<file path="src/rtl/lfsr_arbiter_ctrl.sv">
// lfsr_arbiter_ctrl: two requesters compete round-robin for a single LFSR
// generator. An accepted job streams `count` successive LFSR states out through
// a valid/ready port. After the last word there is at least one IDLE cycle
// before the next job can be accepted.
//
// Handshake rule (both the requester ports and the output port): a transfer
// happens on a rising clk edge where valid && ready are both high. A valid
// output is held stable until it transfers. out_valid does not depend
// combinationally on out_ready.
module lfsr_arbiter_ctrl #(
    parameter int WIDTH = 3,
    parameter int CNT_W = 8
) (
    input  logic             clk,
    input  logic             reset,
    input  logic             req0_valid,
    input  logic             req1_valid,
    output logic             req0_ready,
    output logic             req1_ready,
    input  logic [WIDTH-1:0] req0_taps,
    input  logic [WIDTH-1:0] req1_taps,
    input  logic [WIDTH-1:0] req0_seed,
    input  logic [WIDTH-1:0] req1_seed,
    input  logic [CNT_W-1:0] req0_count,
    input  logic [CNT_W-1:0] req1_count,
    output logic             out_valid,
    input  logic             out_ready,
    output logic [WIDTH-1:0] out_data,
    output logic             out_owner,
    output logic             out_last,
    output logic             busy,
    output logic             seed_fixed,
    output logic             fsm_state
);

    typedef enum logic {
        IDLE = 1'b0,
        RUN  = 1'b1
    } state_t;

    state_t           state_q, state_d;
    logic [WIDTH-1:0] lfsr_q;
    logic [WIDTH-1:0] taps_q;
    logic [CNT_W-1:0] remaining_q;
    logic             owner_q;
    logic             last_owner_q;
    logic             seed_fixed_q;

    logic             grant_valid;
    logic             grant_idx;
    logic [WIDTH-1:0] sel_taps;
    logic [WIDTH-1:0] sel_seed;
    logic [CNT_W-1:0] sel_count;
    logic             accept;
    logic             transfer;
    logic             last_word;

    // Round-robin grant: on contention the requester that did not win last time goes first.
    always_comb begin
        grant_valid = 1'b0;
        grant_idx   = 1'b0;
        if (req0_valid && req1_valid) begin
            grant_valid = 1'b1;
            grant_idx   = ~last_owner_q;
        end else if (req0_valid) begin
            grant_valid = 1'b1;
            grant_idx   = 1'b0;
        end else if (req1_valid) begin
            grant_valid = 1'b1;
            grant_idx   = 1'b1;
        end
    end

    // Route the granted requester's job fields to the capture registers.
    always_comb begin
        sel_taps  = grant_idx ? req1_taps  : req0_taps;
        sel_seed  = grant_idx ? req1_seed  : req0_seed;
        sel_count = grant_idx ? req1_count : req0_count;
    end

    // Readys are gated by reset so both stay low while reset is held.
    assign accept     = reset && (state_q == IDLE) && grant_valid;
    assign req0_ready = accept && !grant_idx;
    assign req1_ready = accept && grant_idx;
    assign transfer   = (state_q == RUN) && out_ready;
    assign last_word  = (remaining_q == CNT_W'(1));

    // Next-state logic: a zero-count job is consumed without leaving IDLE.
    always_comb begin
        state_d = state_q;
        case (state_q)
            IDLE: if (accept && (sel_count != '0)) state_d = RUN;
            RUN:  if (transfer && last_word)       state_d = IDLE;
            default: state_d = IDLE;
        endcase
    end

    // State register.
    always_ff @(posedge clk or negedge reset) begin
        if (!reset) state_q <= IDLE;
        else        state_q <= state_d;
    end

    // Job capture on acceptance and LFSR/counter advance on each output transfer.
    always_ff @(posedge clk or negedge reset) begin
        if (!reset) begin
            lfsr_q       <= '0;
            taps_q       <= '0;
            remaining_q  <= '0;
            owner_q      <= 1'b0;
            last_owner_q <= 1'b1;
            seed_fixed_q <= 1'b0;
        end else if (accept) begin
            taps_q       <= sel_taps;
            lfsr_q       <= (sel_seed == '0) ? WIDTH'(1) : sel_seed;
            remaining_q  <= sel_count;
            owner_q      <= grant_idx;
            last_owner_q <= grant_idx;
            if (sel_seed == '0) seed_fixed_q <= 1'b1;
        end else if (transfer) begin
            lfsr_q      <= {lfsr_q[WIDTH-2:0], ^(lfsr_q & taps_q)};
            remaining_q <= remaining_q - CNT_W'(1);
        end
    end

    // Output fields are forced to zero whenever no word is valid.
    assign out_valid  = (state_q == RUN);
    assign busy       = (state_q == RUN);
    assign out_data   = out_valid ? lfsr_q : '0;
    assign out_owner  = out_valid && owner_q;
    assign out_last   = out_valid && last_word;
    assign seed_fixed = seed_fixed_q;
    assign fsm_state  = state_q;

endmodule

</file>
<file path="config.mk">
export PLATFORM = sky130hd
export DESIGN_NAME = lfsr_arbiter_ctrl
export DESIGN_NICKNAME = d
export VERILOG_FILES = /design/src/rtl/lfsr_arbiter_ctrl.sv
export SDC_FILE = /design/constraint.sdc
export NUM_CORES = 1
export LEC_CHECK = 0
export BUFFER_PORTS_ARGS = -buffer_cell sky130_fd_sc_hd__buf_2
export CAP_MARGIN = 0
export CORE_UTILIZATION = 48
export CTS_CLUSTER_DIAMETER = 60
export DETAILED_ROUTE_END_ITERATION = 8
export GPL_ROUTABILITY_DRIVEN = 0
export GPL_TIMING_DRIVEN = 0
export MAX_ROUTING_LAYER = met4
export PLACE_DENSITY = 0.82
export SLEW_MARGIN = 30
export SYNTH_ARGS = -nofsm -noshare
export SYNTH_HDL_FRONTEND = slang
export SYNTH_SLANG_ARGS = --single-unit
</file>
<file path="constraint.sdc">
create_clock -name clk -period 2.1 [get_ports clk]
set_clock_uncertainty 0.2 [all_clocks]
set_input_delay 0.105 -clock clk [delete_from_list [all_inputs] [get_ports clk]]
set_output_delay 0.105 -clock clk [all_outputs]
set_load 0.01 [all_outputs]
</file>
==> impl_results.md, run 1 <==
- Status: finished, violations left
- Failing checks: negative hold slack
- Post-synth EDFFs: 0
- Avg Synthesized Cell Area: 9.96 um2
- Aggregate global routing overflow: 0
- Area delta synth->final: 49.5%
- Largest net degree at the start of global routing: 19
- I/O Buffers: 43
- Syn nets: 153
- Part of the power in registers: 37.3%
- Slowest CP cell: or4_4
- Die Y: 51.5 um
- Initial antenna violation count: 0
- Clk sinks: 18
- Rows: 17
- Register-to-register setup slack: 70 ps
- Vias in the first global route: 1,295
- Psw: 0.716 mW
- Die area: 2650 um2
- First-pass GRT wire length: 5850 um
- Cts bufs inserted: 3
- H-tree levels: 1
- Least-Margin Pin Slew: 860 ps
- Logic pwr share: 50.8%
- Post-DP HPWL: 2250 um
- Arrival @ worst endpoint: 1790 ps
- Vias: 1,310
- Clk Latency, worst-skew pair: 300 ps
- Fraction of power spent switching nets: 38.3%
- Final instance area: 1760 um2
- Startpoint types: flop
- Die span in x: 51.5 um
- Initial DRT Pass Iterations: 4
- Mapped Area: 1170 um2
- Crit. End Element: primary output
- Top post-synthesis cells by area: dfrtp_1, mux2i_1, and2_1, nor4_1, a221o_1
- Routed len/inst: 17.1 um
- Commonest non-fill, non-tap cell in the layout: buf_2
- Pins over their slew limit: 0
- Initial Util: 52.1%
- Maximum clock rate: 0.477 GHz
- Min Tclk post-route: 2100 ps
- Final Hold Fails: 2
- Clock-pin slew on the worst setup and hold paths: 110 ps
- Drt total wl: 3760 um
- Synth Instances: 118
- Power Dens Cells: 1060 nW/um2
- Min-Delay Path Class: in2reg
- Clk pwr share: 11.9%
- FF/Latch Area: 454 um2
- Biggest cell delay along the critical path: 570 ps
- Simple-gate share of the synthesized area: 21.8%
- Dpl cell area: 1430 um2
- Register bit total from synthesis: 18
- I/O pins: 44
- DRT antenna net count: 0
- Via density: 5.98
- Fillers: 156
- Setup violators final: 0
- Clock tree root buffer cell: clkbuf_4
- Layout cells sized above 1: 36.6%
- Antenna Cells: 0
- Top-area cell type share of the netlist area: 36.2%
- Post-layout util: 77.9%
- Slew HR: 42.5%
- Final worst-path cycle share: 99.8%
- DRC: 0
- Synth Area in Compound Gates: 21.4%
- Yosys warns: 0
- Most frequent cells in the layout: buf_2, dlygate4sd3_1, dfrtp_1
- All-Layer GR Usage: 31.6%
- Synth area leader: dfrtp_1
- Starting DRC count in detailed routing: 25
- Post-synth ARST share: 100%
- Synth Area in Adders: 2.13%
- Register area share after synthesis: 38.4%
- CP Data Required Time: 1790 ps
- Leak Pwr: 0.850 nW
- Hold slack: -8.08 ps
- Cells along the critical path: or4_4 > nor4b_4 > and2_1 > buf_2
- Dominant synthesized flop cell: dfrtp_1
- Worst VDD drop: 657 uV
- CP Max Fanout: 3
- Int Pwr: 1.15 mW
- Setup tns final: 0 ps
- Clock Tree Buf Depth: 2
- Power Total: 1.87 mW
- Synth Area in XOR/XNOR: 3.41%
- Largest family of logic cells by synthesized area: simple AND/OR/NAND/NOR gates
- Final nets: 227
- RSZ-0062 raised after global routing: yes
- TritonCTS clock tree: done
- Yosys cell types: 44
- Setup CP Type: reg2out
- Multi-input logic area: 684 um2
- Max-Cap Viols: 0
- Mux contribution to synthesized area: 6.92%
- Core ar.: 2250 um2
[what timing repair did]
action                     CTS  global route
hold endpoints to repair    31             0
buffers inserted             1             3
gates cloned                 0             0
resized for setup            4             6
hold buffers                24             0
pin swaps                    1             0
setup endpoints to repair    2             8
[sequential cells by signal, summed over array words and instances (netlist names)]
signal        cells
remaining_q       8
lfsr_q            3
taps_q            3
busy              1
last_owner_q      1
owner_q           1
seed_fixed        1
[worst paths after layout]
kind                                             from                          to  depth (start not counted)
hold / removal                           req0_seed[2]       lfsr_q[2]$_DFFE_PN0P_                          3
min in group asynchronous                       reset  remaining_q[1]$_DFFE_PN0P_                          2
setup reg to reg             last_owner_q$_DFFE_PN1P_       lfsr_q[0]$_DFFE_PN0P_                          5
setup / recovery           remaining_q[4]$_DFFE_PN0P_                    out_last                          4
hold reg to reg                seed_fixed$_DFFE_PN0P_      seed_fixed$_DFFE_PN0P_                          1
max in group asynchronous                       reset              busy$_DFF_PN0_                          2
[worst max-delay path: cells and delay by family (launching register included)]
family | cells | cell delay (ps)
flops | 1 | 400
simple gates | 3 | 960
buf+inv | 1 | 120
[power by group through the flow]
| stage | clock [mW] | sequential [mW] | combinational (mW) |
|---|---|---|---|
| finish | 0.223 | 0.697 | 0.949 |
| CTS | 0.227 | 0.693 | 0.872 |
| global placement | 0 | 0.656 | 0.787 |
| global route | 0.238 | 0.720 | 1.04 |
| floorplan | 0 | 0.640 | 0.583 |
| detailed placement | 0 | 0.675 | 0.814 |
[kinds of logic (layout without fill, tap and decap cells)]
group                      after synthesis  after routing
DFF                                     18             18
and+or+nand+nor                         45             45
xor gates and xnor gates                 3              3
adders and majority gates                2              2
AOI/OAI and AO/OA                       33             33
buffers and inverters                    9             82
muxes                                    8              8
[metal layers]
layer	vias up	global-route usage (%)	wire length, um
li1	593	-	-
met1	645	38.0	1390
met2	60	53.7	2100
met3	12	2.98	176
met4	0	13.5	89
met5	-	-	0
[metrics by stage]
stage / worst slack, ps / hold slack [ps] / instances
2_1_floorplan: 324 / -391 / 118
3_3_place_gp: 118 / -131 / 189
3_5_place_dp: 111 / -123 / 189
4_1_cts: -8.77 / 8.81 / 217
5_1_grt: -49.8 / 42.9 / 219
6_report: 3.33 / -8.08 / 219
[cell usage after synthesis (3+ instances only)]
| cell type | number |
|---|---|
| a211oi_1 | 4 |
| a21o_1 | 3 |
| a21oi_1 | 4 |
| a221o_1 | 3 |
| and2_1 | 8 |
| and3_1 | 3 |
| dfrtp_1 | 17 |
| inv_1 | 3 |
| mux2i_1 | 7 |
| nand2_1 | 8 |
| nor2_1 | 7 |
| nor4_1 | 6 |
| o211ai_1 | 4 |
| o21ai_0 | 6 |
[layout make-up]
| cell class | count | area share [%] |
|---|---|---|
| clock buffers | 4 | 2.07 |
| well taps | 28 | 1.99 |
| inverters | 3 | 0.641 |
| flip-flops and latches | 18 | 25.9 |
| plain buffers | 5 | 3.28 |
| multi-input cells | 91 | 39.0 |
| repair buffers | 70 | 27.2 |
Power figures use the tool's default switching activity.
==> inputs of run 2 (changes only) <==
- CORE_UTILIZATION: 48 -> 50
- CTS_BUF_LIST: not set -> sky130_fd_sc_hd__clkbuf_4
- PLACE_DENSITY: 0.82 -> 0.85
==> impl_results.md, run 2 (synthesized netlist as in run 1, its figures left out) <==
- Drt total wl: 3830 um (was 3760 um)
- Register-to-register setup slack: 30 ps (was 70 ps)
- Most frequent cells in the layout: buf_2, dlygate4sd3_1, dfrtp_1 (unchanged)
- I/O Buffers: 43 (unchanged)
- Max-Cap Viols: 0 (unchanged)
- Antenna Cells: 0 (unchanged)
- Rows: 17 (unchanged)
- Clock-pin slew on the worst setup and hold paths: 120 ps (was 110 ps)
- Crit. End Element: primary output (unchanged)
- CP top delay family: simple AND/OR/NAND/NOR gates (unchanged)
- Largest registers: remaining_q x8, lfsr_q x3, taps_q x3 (unchanged)
- Post-DP HPWL: 2190 um (was 2250 um)
- Dpl cell area: 1430 um2 (unchanged)
- Initial Util: 53.1% (was 52.1%)
- DRC: 0 (unchanged)
- CP Data Required Time: 1790 ps (about the same)
- Hold Path End: lfsr_q[1]$_DFFE_PN0P_ (was lfsr_q[2]$_DFFE_PN0P_)
- Initial DRT Pass Iterations: 4 (unchanged)
- Die Y: 50.5 um (was 51.5 um)
- Final nets: 229 (was 227)
- Post-layout util: 79.5% (was 77.9%)
- Least-Margin Pin Slew: 828 ps (was 860 ps)
- Final worst-path cycle share: 102% (was 99.8%)
- Post-layout worst setup margin: -33.5 ps (was 3.33 ps)
- FF/Latch Area: 453 um2 (was 454 um2)
- Min Tclk post-route: 2130 ps (was 2100 ps)
- Multi-input logic area: 683 um2 (was 684 um2)
- Critical R2R Capture: lfsr_q[0]$_DFFE_PN0P_ (unchanged)
- DRT antenna net count: 0 (unchanged)
- Clock tree root buffer cell: clkbuf_4 (unchanged)
- Final Hold Fails: 0 (was 2)
- Pins over their slew limit: 0 (unchanged)
- CP Max Fanout: 3 (unchanged)
- Levels on crit path: 4 (unchanged)
- Clk Latency, worst-skew pair: 310 ps (was 300 ps)
- Startpoint types: flop (unchanged)
- Cts bufs inserted: 3 (unchanged)
- Worst VDD drop: 717 uV (was 657 uV)
- Cells along the critical path: or4_4 > nor4b_4 > and2_1 > buf_2 (unchanged)
- Layout cells sized above 1: 35.2% (was 36.6%)
- Area delta synth->final: 49.7% (was 49.5%)
- Dpl ws: 123 ps (was 111 ps)
- Power Total: 1.82 mW (was 1.87 mW)
- WP buf/inv: 1 (unchanged)
- Reg-to-Reg Start: last_owner_q$_DFFE_PN1P_ (unchanged)
- Die span in x: 50.5 um (was 51.5 um)
- Die area: 2550 um2 (was 2650 um2)
- Hold depth: 4 (was 3)
- Clock Tree Buf Depth: 2 (unchanged)
- Worst reg-to-reg path cell count: 5 (unchanged)
- Flip-flop count of the largest register after layout: 8 (unchanged)
- Largest Register: remaining_q (unchanged)
- Aggregate global routing overflow: 0 (unchanged)
- Vias: 1,362 (was 1,310)
- Initial antenna violation count: 0 (unchanged)
- Core ar.: 2210 um2 (was 2250 um2)
- Slew HR: 44.6% (was 42.5%)
- Failing checks: negative setup slack (was negative hold slack)
- Routed len/inst: 17.3 um (was 17.1 um)
- TritonCTS clock tree: done (unchanged)
- Worst hold start: req0_seed[1] (was req0_seed[2])
- I/O pins: 44 (unchanged)
- Maximum clock rate: 0.469 GHz (was 0.477 GHz)
- Leak Pwr: 0.845 nW (was 0.850 nW)
- RSZ-0062 raised after global routing: yes (unchanged)
- All-Layer GR Usage: 31.7% (was 31.6%)
- Arrival @ worst endpoint: 1830 ps (was 1790 ps)
- First-pass GRT wire length: 5890 um (was 5850 um)
- Hold slack: 40.0 ps (was -8.08 ps)
- Vias in the first global route: 1,276 (was 1,295)
- H-tree levels: 1 (unchanged)
- Largest net degree at the start of global routing: 19 (unchanged)
- Power Dens Cells: 1040 nW/um2 (was 1060 nW/um2)
- Commonest non-fill, non-tap cell in the layout: buf_2 (unchanged)
- Fillers: 137 (was 156)
- Min-Delay Path Class: in2reg (unchanged)
- Biggest cell delay along the critical path: 580 ps (was 570 ps)
- Starting DRC count in detailed routing: 74 (was 25)
- Setup CP Type: reg2out (unchanged)
- Slowest CP cell: or4_4 (unchanged)
- Final instance area: 1760 um2 (about the same)
- Status: finished, violations left (unchanged)
- Clk sinks: 18 (unchanged)
- Via density: 6.16 (was 5.98)
- Setup violators final: 1 (was 0)
run 2: repair_timing:
| item | CTS | global route |
|---|---|---|
| hold endpoints to repair | 30 | 1 |
| resized for setup | 4 | 7 |
| setup endpoints to repair | 2 | 8 |
| hold buffers | 22 | 3 |
| pin swaps | 1 | 2 |
| setup buffers | 0 | 3 |
run 2: through the flow:
step,TNS (ps),instances
floorplan,0,118
global placement,0,189
detailed placement,0,189
CTS,0,215
global route,-254,221
finish,-33.5,221
run 2: layout make-up:
class	instances	share of cell area, %
Multi-Input combinational cell	91	38.8
Timing Repair Buffer	71	27.7
Sequential cell	18	25.7
Buffer	6	3.56
Tap cell	28	1.99
Clock buffer	3	1.28
Inverter	3	0.640
Clock inverter	1	0.213
run 2: metal layers:
| layer | vias to the layer above | GRT usage, % | part of all wire [%] |
|---|---|---|---|
| met4 | 0 | 9.26 | 3.2 |
| met3 | 16 | 3.03 | 8.4 |
| met2 | 92 | 54.7 | 50 |
| met1 | 653 | 39.5 | 39 |
| met5 | - | - | 0 |
| li1 | 601 | - | - |
run 2: how the worst max path moves through the flow:
stage,start,to,slack [ps]
finish,remaining_q[6]$_DFFE_PN0P_,out_last,-30
global route,busy$_DFF_PN0_,lfsr_q[0]$_DFFE_PN0P_,-80
CTS,remaining_q[5]$_DFFE_PN0P_,out_last,0.3
detailed placement,busy$_DFF_PN0_,remaining_q[2]$_DFFE_PN0P_,120
global placement,busy$_DFF_PN0_,remaining_q[2]$_DFFE_PN0P_,130
floorplan,busy$_DFF_PN0_,taps_q[1]$_DFFE_PN0P_,320
run 2: tightest hold or removal path, stage by stage:
cell and delay, ps:
buf_2 100, nor4_1 80, nor2_1 110, a32o_1 130
run 2: power by group:
group | internal [mW] | leakage [nW] | switching, mW
registers | 0.522 | 0.215 | 0.164
clock network | 0.0693 | 0.0154 | 0.117
logic | 0.506 | 0.615 | 0.445
total | 1.10 | 0.845 | 0.726
==> inputs of run 3 (changes only) <==
==> constraint.sdc (replaced) <==
create_clock -name clk -period 2.1 [get_ports clk]
set_clock_uncertainty 0.2 [all_clocks]
set_input_delay 0.105 -clock clk [delete_from_list [all_inputs] [get_ports clk]]
set_output_delay 0.105 -clock clk [all_outputs]
set_load 0.005 [all_outputs]
==> impl_results.md, run 3 (synthesized netlist as in run 1, its figures left out) <==
- Status: completed (was finished, violations left)
- Maximum clock rate: 0.479 GHz (was 0.469 GHz)
- Clock tree root buffer cell: clkbuf_4 (unchanged)
- Fillers: 144 (was 137)
- FF/Latch Area: 453 um2 (unchanged)
- Final instance area: 1770 um2 (was 1760 um2)
- Flip-flop count of the largest register after layout: 8 (unchanged)
- Vias in the first global route: 1,263 (was 1,276)
- Power Dens Cells: 1040 nW/um2 (about the same)
- Launch point of the worst path: remaining_q[4]$_DFFE_PN0P_ (was remaining_q[6]$_DFFE_PN0P_)
- Die span in x: 50.5 um (unchanged)
- Least-Margin Pin Slew: 839 ps (was 828 ps)
- Reg-to-Reg Start: last_owner_q$_DFFE_PN1P_ (unchanged)
- Rows: 17 (unchanged)
- Pins over their slew limit: 0 (unchanged)
- Slew HR: 43.9% (was 44.6%)
- Area delta synth->final: 51.0% (was 49.7%)
- Setup CP Type: reg2out (unchanged)
- First-pass GRT wire length: 5850 um (was 5890 um)
- Power Total: 1.85 mW (was 1.82 mW)
- Worst VDD drop: 791 uV (was 717 uV)
- RSZ-0062 raised after global routing: yes (unchanged)
- Max-Cap Viols: 0 (unchanged)
- Cells along the critical path: or4_4 > nor4b_4 > and2_1 > buf_2 (unchanged)
- Layout cells sized above 1: 35.9% (was 35.2%)
- Final nets: 231 (was 229)
- Routed len/inst: 18.6 um (was 17.3 um)
- Startpoint types: flop (unchanged)
- Placed cell count: 189 (unchanged)
- Leak Pwr: 0.855 nW (was 0.845 nW)
- Cts bufs inserted: 3 (unchanged)
- Clock Tree Buf Depth: 2 (unchanged)
- Worst reg-to-reg path cell count: 5 (unchanged)
- Post-DP HPWL: 2190 um (unchanged)
- Initial antenna violation count: 0 (unchanged)
- Crit. End Element: primary output (unchanged)
- Largest registers: remaining_q x8, lfsr_q x3, taps_q x3 (unchanged)
- CP Max Fanout: 3 (unchanged)
- Min Tclk post-route: 2090 ps (was 2130 ps)
- CP top delay family: simple AND/OR/NAND/NOR gates (unchanged)
- TritonCTS clock tree: done (unchanged)
- Post-route insts no fill: 223 (was 221)
- Levels on crit path: 4 (unchanged)
- Most frequent cells in the layout: buf_2, dlygate4sd3_1, dfrtp_1 (unchanged)
- Slowest CP cell: or4_4 (unchanged)
- Clk Latency, worst-skew pair: 320 ps (was 310 ps)
- Setup tns final: 0 ps (was -33.5 ps)
- I/O pins: 44 (unchanged)
- Setup violators final: 0 (was 1)
- Drt total wl: 4150 um (was 3830 um)
- Dpl cell area: 1430 um2 (unchanged)
- Arrival @ worst endpoint: 1780 ps (was 1830 ps)
- Post-layout util: 80.2% (was 79.5%)
- Biggest cell delay along the critical path: 570 ps (was 580 ps)
- DRT antenna net count: 0 (unchanged)
- Core ar.: 2210 um2 (unchanged)
- Vias: 1,377 (was 1,362)
- Via density: 6.17 (was 6.16)
- Die area: 2550 um2 (unchanged)
- Die Y: 50.5 um (unchanged)
- Starting DRC count in detailed routing: 65 (was 74)
- Min-Delay Path Class: in2reg (unchanged)
- Multi-input logic area: 683 um2 (unchanged)
- Worst setup path endpoint: out_last (unchanged)
- Largest net degree at the start of global routing: 19 (unchanged)
- Register-to-register setup slack: 60 ps (was 30 ps)
- Final worst-path cycle share: 99.4% (was 102%)
- Critical R2R Capture: lfsr_q[0]$_DFFE_PN0P_ (unchanged)
- WP buf/inv: 1 (unchanged)
- H-tree levels: 1 (unchanged)
- CP Data Required Time: 1790 ps (about the same)
- Largest Register: remaining_q (unchanged)
- Aggregate global routing overflow: 0 (unchanged)
- Initial DRT Pass Iterations: 4 (unchanged)
- I/O Buffers: 43 (unchanged)
- Clk sinks: 18 (unchanged)
- All-Layer GR Usage: 31.6% (was 31.7%)
- Final Hold Fails: 0 (unchanged)
- Initial Util: 53.1% (unchanged)
- Commonest non-fill, non-tap cell in the layout: buf_2 (unchanged)
- Clock-pin slew on the worst setup and hold paths: 120 ps (about the same)
- DRC: 0 (unchanged)
- Antenna Cells: 0 (unchanged)
-- run 3: cell count changes in the layout (fill, tap and decap cells not counted) --
cell	previous run	this run
buf_4	5	7
-- run 3: cell type report --
cell class / count / share of cell area, %
buffer: 6 / 3.53
clock buffer: 3 / 1.27
clock inverter: 1 / 0.212
inverter: 3 / 0.635
multi-input combinational: 91 / 38.5
sequential: 18 / 25.5
tap: 28 / 1.97
timing repair buffer: 73 / 28.3
-- run 3: worst min-delay path by stage --
stage | start | cells after the start | end
after floorplan | reset | 0 | busy$_DFF_PN0_
after global placement | reset | 1 | seed_fixed$_DFFE_PN0P_
after global routing | req0_seed[1] | 4 | lfsr_q[1]$_DFFE_PN0P_
after detailed placement | reset | 1 | lfsr_q[2]$_DFFE_PN0P_
final | req0_seed[1] | 4 | lfsr_q[1]$_DFFE_PN0P_
after CTS | req1_seed[2] | 3 | lfsr_q[2]$_DFFE_PN0P_
-- run 3: what timing repair did --
item / in CTS / in global routing
endpoints found under the setup margin: 2 / 8
hold buffers: 22 / 3
endpoints found under the hold margin: 30 / 1
buffers inserted: 1 / 4
gates resized for setup: 3 / 8
pin swaps: 0 / 2
-- run 3: per-layer routing --
layer	wire [um]	track usage (%)	up-vias
met2	2080	53.6	107
met4	129	10.2	0
li1	-	-	603
met5	0	-	-
met3	421	3.03	16
met1	1520	39.7	651
-- run 3: worst reg2reg max path, stage by stage, from the launching register on --
cell and delay, ps:
dfstp_2 560, a21bo_4 170, mux2i_1 180, dlygate4sd3_1 600
o211ai_1 130, o2111ai_1 120
-- run 3: per-stage QoR --
step	hold WS (ps)	setup slack [ps]
after floorplan	-391	354
after global placement	-136	134
after detailed placement	-130	123
after CTS	2.57	0.987
after global routing	23.5	-59.9
final	10.1	13.4
-- run 3: report_power, final --
| part | leakage (nW) | switching, mW | internal, mW |
|---|---|---|---|
| sequential | 0.215 | 0.165 | 0.522 |
| combinational | 0.624 | 0.446 | 0.529 |
| clock | 0.0154 | 0.121 | 0.0696 |
| total | 0.855 | 0.732 | 1.12 |
